File: src/rtl/lsu.sv
//==============================================================================
// Module   : lsu
// Purpose  : RV32 load/store unit; one valid/ready word-bus transaction per
//            access, with local rejection of misaligned or illegal accesses.
// Revision : 1.0
//==============================================================================
`default_nettype none

module lsu (
  input  logic        clk,
  input  logic        rst,
  input  logic        req_valid,
  input  logic        req_write,
  input  logic [2:0]  req_op,
  input  logic [31:0] req_addr,
  input  logic [31:0] req_wdata,
  output logic        stall,
  output logic        done,
  output logic        err,
  output logic [31:0] rdata,
  output logic        bus_valid,
  input  logic        bus_ready,
  output logic        bus_wen,
  output logic [31:0] bus_addr,
  output logic [3:0]  bus_wstrb,
  output logic [31:0] bus_wdata,
  input  logic        bus_rvalid,
  input  logic [31:0] bus_rdata
);

  typedef enum logic [1:0] {
    S_IDLE = 2'd0,
    S_REQ  = 2'd1,
    S_WAIT = 2'd2,
    S_DONE = 2'd3
  } state_t;

  state_t      r_state, w_next;
  logic        r_write;
  logic [2:0]  r_op;
  logic [1:0]  r_off;
  logic        r_err;
  logic [31:0] r_rdata;
  logic [31:0] r_addr;
  logic [31:0] r_wdata;
  logic [3:0]  r_wstrb;

  logic        w_illegal;
  logic        w_accept;
  logic [3:0]  w_strb;
  logic [31:0] w_wdata;
  logic [31:0] w_shift;
  logic        w_sext;
  logic [31:0] w_load;

  always_comb begin
    w_illegal = (req_op == 3'b011) || (req_op == 3'b110) || (req_op == 3'b111)
             || (req_write && req_op[2])
             || ((req_op[1:0] == 2'b01) && req_addr[0])
             || ((req_op[1:0] == 2'b10) && (req_addr[1:0] != 2'b00));
  end

  assign w_accept = (r_state == S_IDLE) && req_valid;

  always_comb begin
    w_strb  = 4'b1111;
    w_wdata = req_wdata;
    case (req_op[1:0])
      2'b00: begin
        w_strb  = 4'b0001 << req_addr[1:0];
        w_wdata = {4{req_wdata[7:0]}};
      end
      2'b01: begin
        w_strb  = 4'b0011 << req_addr[1:0];
        w_wdata = {2{req_wdata[15:0]}};
      end
      default: begin
        w_strb  = 4'b1111;
        w_wdata = req_wdata;
      end
    endcase
    if (!req_write) begin
      w_strb = 4'b0000;
    end
  end

  // Move the addressed lane down to bit 0, then extend by size and signedness.
  assign w_shift = bus_rdata >> {r_off, 3'b000};
  assign w_sext  = ~r_op[2];

  always_comb begin
    w_load = w_shift;
    case (r_op[1:0])
      2'b00:   w_load = {{24{w_sext & w_shift[7]}}, w_shift[7:0]};
      2'b01:   w_load = {{16{w_sext & w_shift[15]}}, w_shift[15:0]};
      default: w_load = w_shift;
    endcase
  end

  always_comb begin
    w_next = r_state;
    case (r_state)
      S_IDLE: if (req_valid) w_next = w_illegal ? S_DONE : S_REQ;
      S_REQ:  if (bus_ready) w_next = r_write ? S_DONE : S_WAIT;
      S_WAIT: if (bus_rvalid) w_next = S_DONE;
      S_DONE: w_next = S_IDLE;
      default: w_next = S_IDLE;
    endcase
  end

  always_ff @(posedge clk or posedge rst) begin
    if (rst) begin
      r_state <= S_IDLE;
      r_write <= 1'b0;
      r_op    <= 3'b000;
      r_off   <= 2'b00;
      r_err   <= 1'b0;
      r_rdata <= 32'h0;
      r_addr  <= 32'h0;
      r_wdata <= 32'h0;
      r_wstrb <= 4'b0000;
    end else begin
      r_state <= w_next;
      if (w_accept) begin
        r_err <= w_illegal;
        // Bus-facing registers are only reloaded for accesses that will use the bus.
        if (!w_illegal) begin
          r_write <= req_write;
          r_op    <= req_op;
          r_off   <= req_addr[1:0];
          r_addr  <= {req_addr[31:2], 2'b00};
          r_wstrb <= w_strb;
          r_wdata <= w_wdata;
        end
      end
      if ((r_state == S_WAIT) && bus_rvalid) begin
        r_rdata <= w_load;
      end
    end
  end

  assign bus_valid = (r_state == S_REQ);
  assign bus_wen   = r_write;
  assign bus_addr  = r_addr;
  assign bus_wstrb = r_wstrb;
  assign bus_wdata = r_wdata;
  assign done      = (r_state == S_DONE);
  assign err       = (r_state == S_DONE) && r_err;
  assign rdata     = r_rdata;
  assign stall     = w_accept || (r_state == S_REQ) || (r_state == S_WAIT);

endmodule

`default_nettype wire

File: config.mk
export PLATFORM = sky130hd
export DESIGN_NAME = lsu
export DESIGN_NICKNAME = d
export VERILOG_FILES = /design/src/rtl/lsu.sv
export SDC_FILE = /design/constraint.sdc
export NUM_CORES = 1
export LEC_CHECK = 0
export CORE_ASPECT_RATIO = 1.1
export CORE_MARGIN = 2
export CORE_UTILIZATION = 44
export CTS_CLUSTER_SIZE = 40
export DETAILED_ROUTE_END_ITERATION = 6
export PLACE_DENSITY = 0.92
export RECOVER_POWER = 25
export SLEW_MARGIN = 10
export SYNTH_ARGS = -nofsm -noshare
export SYNTH_HDL_FRONTEND = slang
export SYNTH_SLANG_ARGS = --single-unit
File: constraint.sdc
create_clock -name clk -period 5 [get_ports clk]
set_input_delay 1 -clock clk [delete_from_list [all_inputs] [get_ports clk]]
set_output_delay 1 -clock clk [all_outputs]
set_load 0.01 [all_outputs]
## Word level (Yosys, flattened, before mapping)

Cells that the tools add are included.

- Input port bits: 105
- Word-level logic and storage cells: 57
- Flip-flop bits (word level): 107

- Bitwise gates (word level): 4
- Shift-type cells: 3
- Mux-type cells: 10
- Equal/unequal tests: 12
- Reductions and logical operators: 19

Operator list:

| operator | count |
|---|---|
| $pmux 32 s2 | 2 |
| $shr 32x5->32 | 1 |
| $mux 2 | 4 |
| $pmux 2 s4 | 1 |
| $pmux 4 s2 | 1 |
| $logic_or 1x1->1 | 7 |
| $eq 2x1->1 const B | 3 |
| $eq 2x2->1 const B | 3 |
| $eq 3x3->1 const B | 2 |
| $logic_and 1x1->1 | 6 |
| $logic_not 2->1 | 3 |
| $mux 4 | 1 |
| $ne 2x2->1 const B | 2 |
| $shl 1x2->4 const A | 1 |
| $shl 2x2->4 const A | 1 |
| $eq 3x2->1 const B | 1 |
| $reduce_and 3->1 | 1 |
| $and 1x1->1 | 2 |
| $ne 2x1->1 const B | 1 |
| $not 1->1 | 2 |
| $reduce_and 2->1 | 1 |
| $reduce_bool 2->1 | 1 |
| $mux 1 | 1 |

## Depth between registers and ports, before layout

- Depth after elaboration: 9
- Mapped depth: 8
- Depth with buffers taken out: 6

## Worst setup path before layout

Ideal clock, no wire load.

- Path type: input -> register
- Start: input req_op[0]
- End: register r_addr[10], in the netlist bus_addr[10]
- Arrival time: 2144 ps
- Library setup time: 125 ps
- Path buffers: 3
- Cell stages on the path: 6
- Setup slack: 2731 ps
- Cells stage by stage: clkbuf_1 > nor4_1 > o21bai_1 > buf_4 > buf_6 > mux2_4

- Longest elaborated chain between the ends: 8
- Elaborated cells between the ends (all ways): 14
- Those cells by class: eq/ne (5); bitwise (1); reduce/logical (8)

RTL lines:

| what | line | text |
|---|---|---|
| start, declared | 14 | `input logic [2:0] req_op,` |
| $eq 3x2->1 or $eq 3x3->1 (tied branches) | 57 | `w_illegal = (req_op == 3'b011) \|\| (req_op == 3'b110) \|\| (req_op == 3'b111)` |
| $logic_or 1x1->1 (2 in a row) | 57 |  |
| $logic_or 1x1->1 | 58 | `\|\| (req_write && req_op[2])` |
| $logic_or 1x1->1 | 59 | `\|\| ((req_op[1:0] == 2'b01) && req_addr[0])` |
| $logic_or 1x1->1 * | 60 | `\|\| ((req_op[1:0] == 2'b10) && (req_addr[1:0] != 2'b00));` |
| $not 1->1 (no source line) * | - |  |
| $reduce_and 2->1 (no source line) * | - |  |
| end signal, assigned | 131 | `r_addr <= {req_addr[31:2], 2'b00};` |
| end, declared | 44 | `logic [31:0] r_addr;` |

Mark *: on every way between the ends. The rest lies on a longest branch, timed or not.
A chain may end at the register's enable or synchronous reset.

## Worst setup path after layout

- Start: input bus_rvalid
- End: register r_rdata[27], in the netlist rdata[27]

- Longest elaborated chain between the ends: 1

RTL lines:

| what | line | text |
|---|---|---|
| start, declared | 27 | `input logic bus_rvalid,` |
| $logic_and 1x1->1 | 136 | `if ((r_state == S_WAIT) && bus_rvalid) begin` |
| end signal, assigned | 137 | `r_rdata <= w_load;` |
| end, declared | 43 | `logic [31:0] r_rdata;` |

Every way passes these cells.

==> flow_metrics.env <==
export IMPL_hold_path_endpoint="bus_wdata[29]"
export IMPL_floorplan_die_area_um2=12600
export IMPL_vdd_drop_max_v=0.000297
export IMPL_status="finished with violations"
export IMPL_tns_ns=0
export IMPL_cts_tree="done"
export IMPL_root_buffer="clkbuf_16"
export IMPL_grt_usage_pct=23.8
export IMPL_slowest_stage="nor3b_2"
export IMPL_start_util_pct=45.0
export IMPL_intPower_mw=2.94
export IMPL_vias=4213
export IMPL_fin_crit_sh_pct=70.6
export IMPL_synth_largest_area_cell="dfrtp_1"
export IMPL_wl_per_cell_um=18.9
export IMPL_synth_area_um2=5170
export IMPL_antenna_found_initial=0
export IMPL_ys_seq_area_share_pct=51.8
export IMPL_rr_startpoint="r_state[0]"
export IMPL_drcViolationCount=0
export IMPL_rows=41
export IMPL_path_clk_slew_ns=0.07
export IMPL_switching_share_pct=33.5
export IMPL_worstMarginPinSlew_ns=2.68
export IMPL_fin_skew_ns=0.00516
export IMPL_wirelength_um=14700
export IMPL_endpoint_kind="flop"
export IMPL_hold_viol_final=0
export IMPL_vias_per_cell=5.40
export IMPL_max_freq_mhz=283
export IMPL_pin_count=210
export IMPL_fillers=894
export IMPL_r2r_end="rdata[27]"
export IMPL_cts_buffers=9
export IMPL_drt_iter0_drc=209
export IMPL_yosysUniqueCellTypes=35
export IMPL_max_cap_violations=1
export IMPL_cp_num_buf_inv=2
export IMPL_fin_ws_ns=1.47
export IMPL_worst_hold_path_num_cells=2
export IMPL_die_x_um=107
export IMPL_grt_pass1_vias=4467
export IMPL_grt_max_degree=91
export IMPL_reg2reg_depth=7
export IMPL_power_frac_seq_pct=36.1
export IMPL_crit_chain="dlygate4sd3_1, nand2_1, clkbuf_1, nor3b_2, nor2b_1, a221o_1"
export IMPL_cts_resized=0
export IMPL_cts_buffer_depth=2
export IMPL_ant_nets=0
export IMPL_period_needed_ns=3.53
export IMPL_holdBufCountCts=0
export IMPL_io_buffer_count=207
export IMPL_hold_path_class="reg2reg"
export IMPL_relSlewSlack_pct=-78.4
export IMPL_clkLatencyLatePin_ns=0.34
export IMPL_p_leak_nw=3.40
export IMPL_path_delay_family="simple AND/OR/NAND/NOR gates"
export IMPL_rsz0062_at_grt="no"
export IMPL_startpoint_type="primary input"
export IMPL_die_y_um=118
export IMPL_layout_commonest_cell="clkdlybuf4s50_1"
export IMPL_drt_first_pass_iters=5
export IMPL_synth_top_area_share_pct=51.8
export IMPL_ys_warn_count=0
export IMPL_fin_hold_ws_ns=0.481
export IMPL_placed_area_um2=7310
export IMPL_fp_coreArea_um2=11500
export IMPL_setup_violations=0
export IMPL_combPwrFrac_pct=47.9
export IMPL_layout_drive_gt1_share_pct=12.5
export IMPL_drv_slew=73
export IMPL_synth_area_leaders="dfrtp_1 (52%), mux2_4 (13%), mux2i_1 (8.1%)"
export IMPL_pwr_density_cell_nw_per_um2=583
export IMPL_hold_start="bus_wdata[29]"
export IMPL_grt_pass1_wl_um=23500
export IMPL_syn_to_final_growth_pct=46.9
export IMPL_gp_congestion=0.844
export IMPL_nets=735
export IMPL_final_area_um2=7600
export IMPL_mostFrequentLayoutCells="clkdlybuf4s50_1 (206), dfrtp_1 (107), nand2_1 (47)"
export IMPL_critPathMaxFanout=34
export IMPL_syn_avg_cell_area_um2=11.9
export IMPL_grt_overflow_total=0
export IMPL_dpl_hpwl_um=10900
export IMPL_postCtsSetupBuffers=0
export IMPL_r2r_slack_ns=1.96
export IMPL_cts_sinks=107
export IMPL_worst_setup_path_type="in2reg"
export IMPL_synth_seq_cells=107
export IMPL_n_antenna_cell=0
export IMPL_cpPeakStageDelay_ns=0.71
export IMPL_cts_htree_levels=3
export IMPL_power_frac_clock_pct=15.9
export IMPL_p_switching_mw=1.48
export IMPL_fin_util_pct=66.1
export IMPL_violations="capacitance limit, slew limit"
export IMPL_crit_required_ns=5.28
export IMPL_synth_cells=433
export IMPL_crit_arrival_ns=3.81
export IMPL_pre_cts_slack_ns=1.31
==> layout make-up <==
type                            count  area, µm²  share of cell area, %
Multi-Input combinational cell    290       2300                   30.3
Timing Repair Buffer              212       2120                   27.9
Tap cell                          150        188                   2.47
Clock inverter                      7       68.8                  0.906
Clock buffer                        9        225                   2.96
Inverter                            5       18.8                  0.247
Sequential cell                   107       2680                   35.2
==> Yosys cell counts <==
library cell and count:
a21oi_1 26, buf_1 3, ha_1 5, mux2i_1 42, o221ai_1 1, o2bb2ai_1 8
nor2b_1 3, a221oi_1 1, mux2_4 44, inv_1 5, a221o_1 16, nand3b_1 1
nor3b_2 1, mux4_2 1, o21ai_0 41, nand3_1 1, o21bai_1 2, or2_2 1
nor2_1 28, buf_4 3, o211a_4 1, mux2_2 10, nand2b_1 1, nor4_1 1
conb_1 1, nand2_1 47, clkbuf_1 13, buf_2 6, a2111oi_0 1, buf_6 7
o211ai_1 1, dfrtp_1 107, and2_1 2, o31a_1 1, nor3_1 1
==> per-stage QoR <==
step	cells	power [mW]
3_5_place_dp	764	3.73
3_3_place_gp	764	3.64
4_1_cts	780	4.46
5_1_grt	780	4.68
6_report	780	4.43
2_1_floorplan	434	2.61
==> state kept, by name (all words and copies together) (netlist names) <==
register	flops
bus_addr	30
rdata	32
bus_wstrb	4
r_err	1
bus_wen	1
bus_wdata	32
r_state	2
r_op	3
r_off	2
==> kinds of logic after synthesis <==
kind of cell | synth area share, %
other cells | 0.0725
compound gates | 12.4
mux | 23.5
simple gates | 6.99
fa+ha+maj | 1.21
flops | 51.8
buf+inv | 4.06
==> worst min-delay path, stage by stage, from the launching register on <==
cell and delay (ns):
dfrtp_1 0.35, nand2_1 0.04, o21ai_0 0.06
==> power groups by stage <==
stage,clock network [mW],logic (mW),registers (mW)
after floorplan,0,0.920,1.69
after global placement,0,2.06,1.58
after detailed placement,0,2.13,1.60
after CTS,0.719,2.14,1.60
after global routing,0.762,2.27,1.65
final,0.705,2.12,1.60
==> layer usage <==
layer  part of all wire (%)  track usage, %
met1                     37            27.4
met3                    8.0            6.15
met5                      0               0
met4                    2.4            8.49
met2                     53            42.3
==> how the worst max path moves through the flow <==
stage,startpoint,end,slack [ns],cells past startpoint
floorplan,rst,bus_addr[10],1.18,1
detailed placement,req_op[0],bus_addr[24],1.31,5
finish,bus_rvalid,rdata[27],1.47,6
CTS,req_op[0],bus_addr[24],1.70,5
global route,rst,rdata[26],0.90,3
global placement,req_op[0],bus_addr[15],1.43,5
No activity file was read; power rests on OpenSTA's default activity.
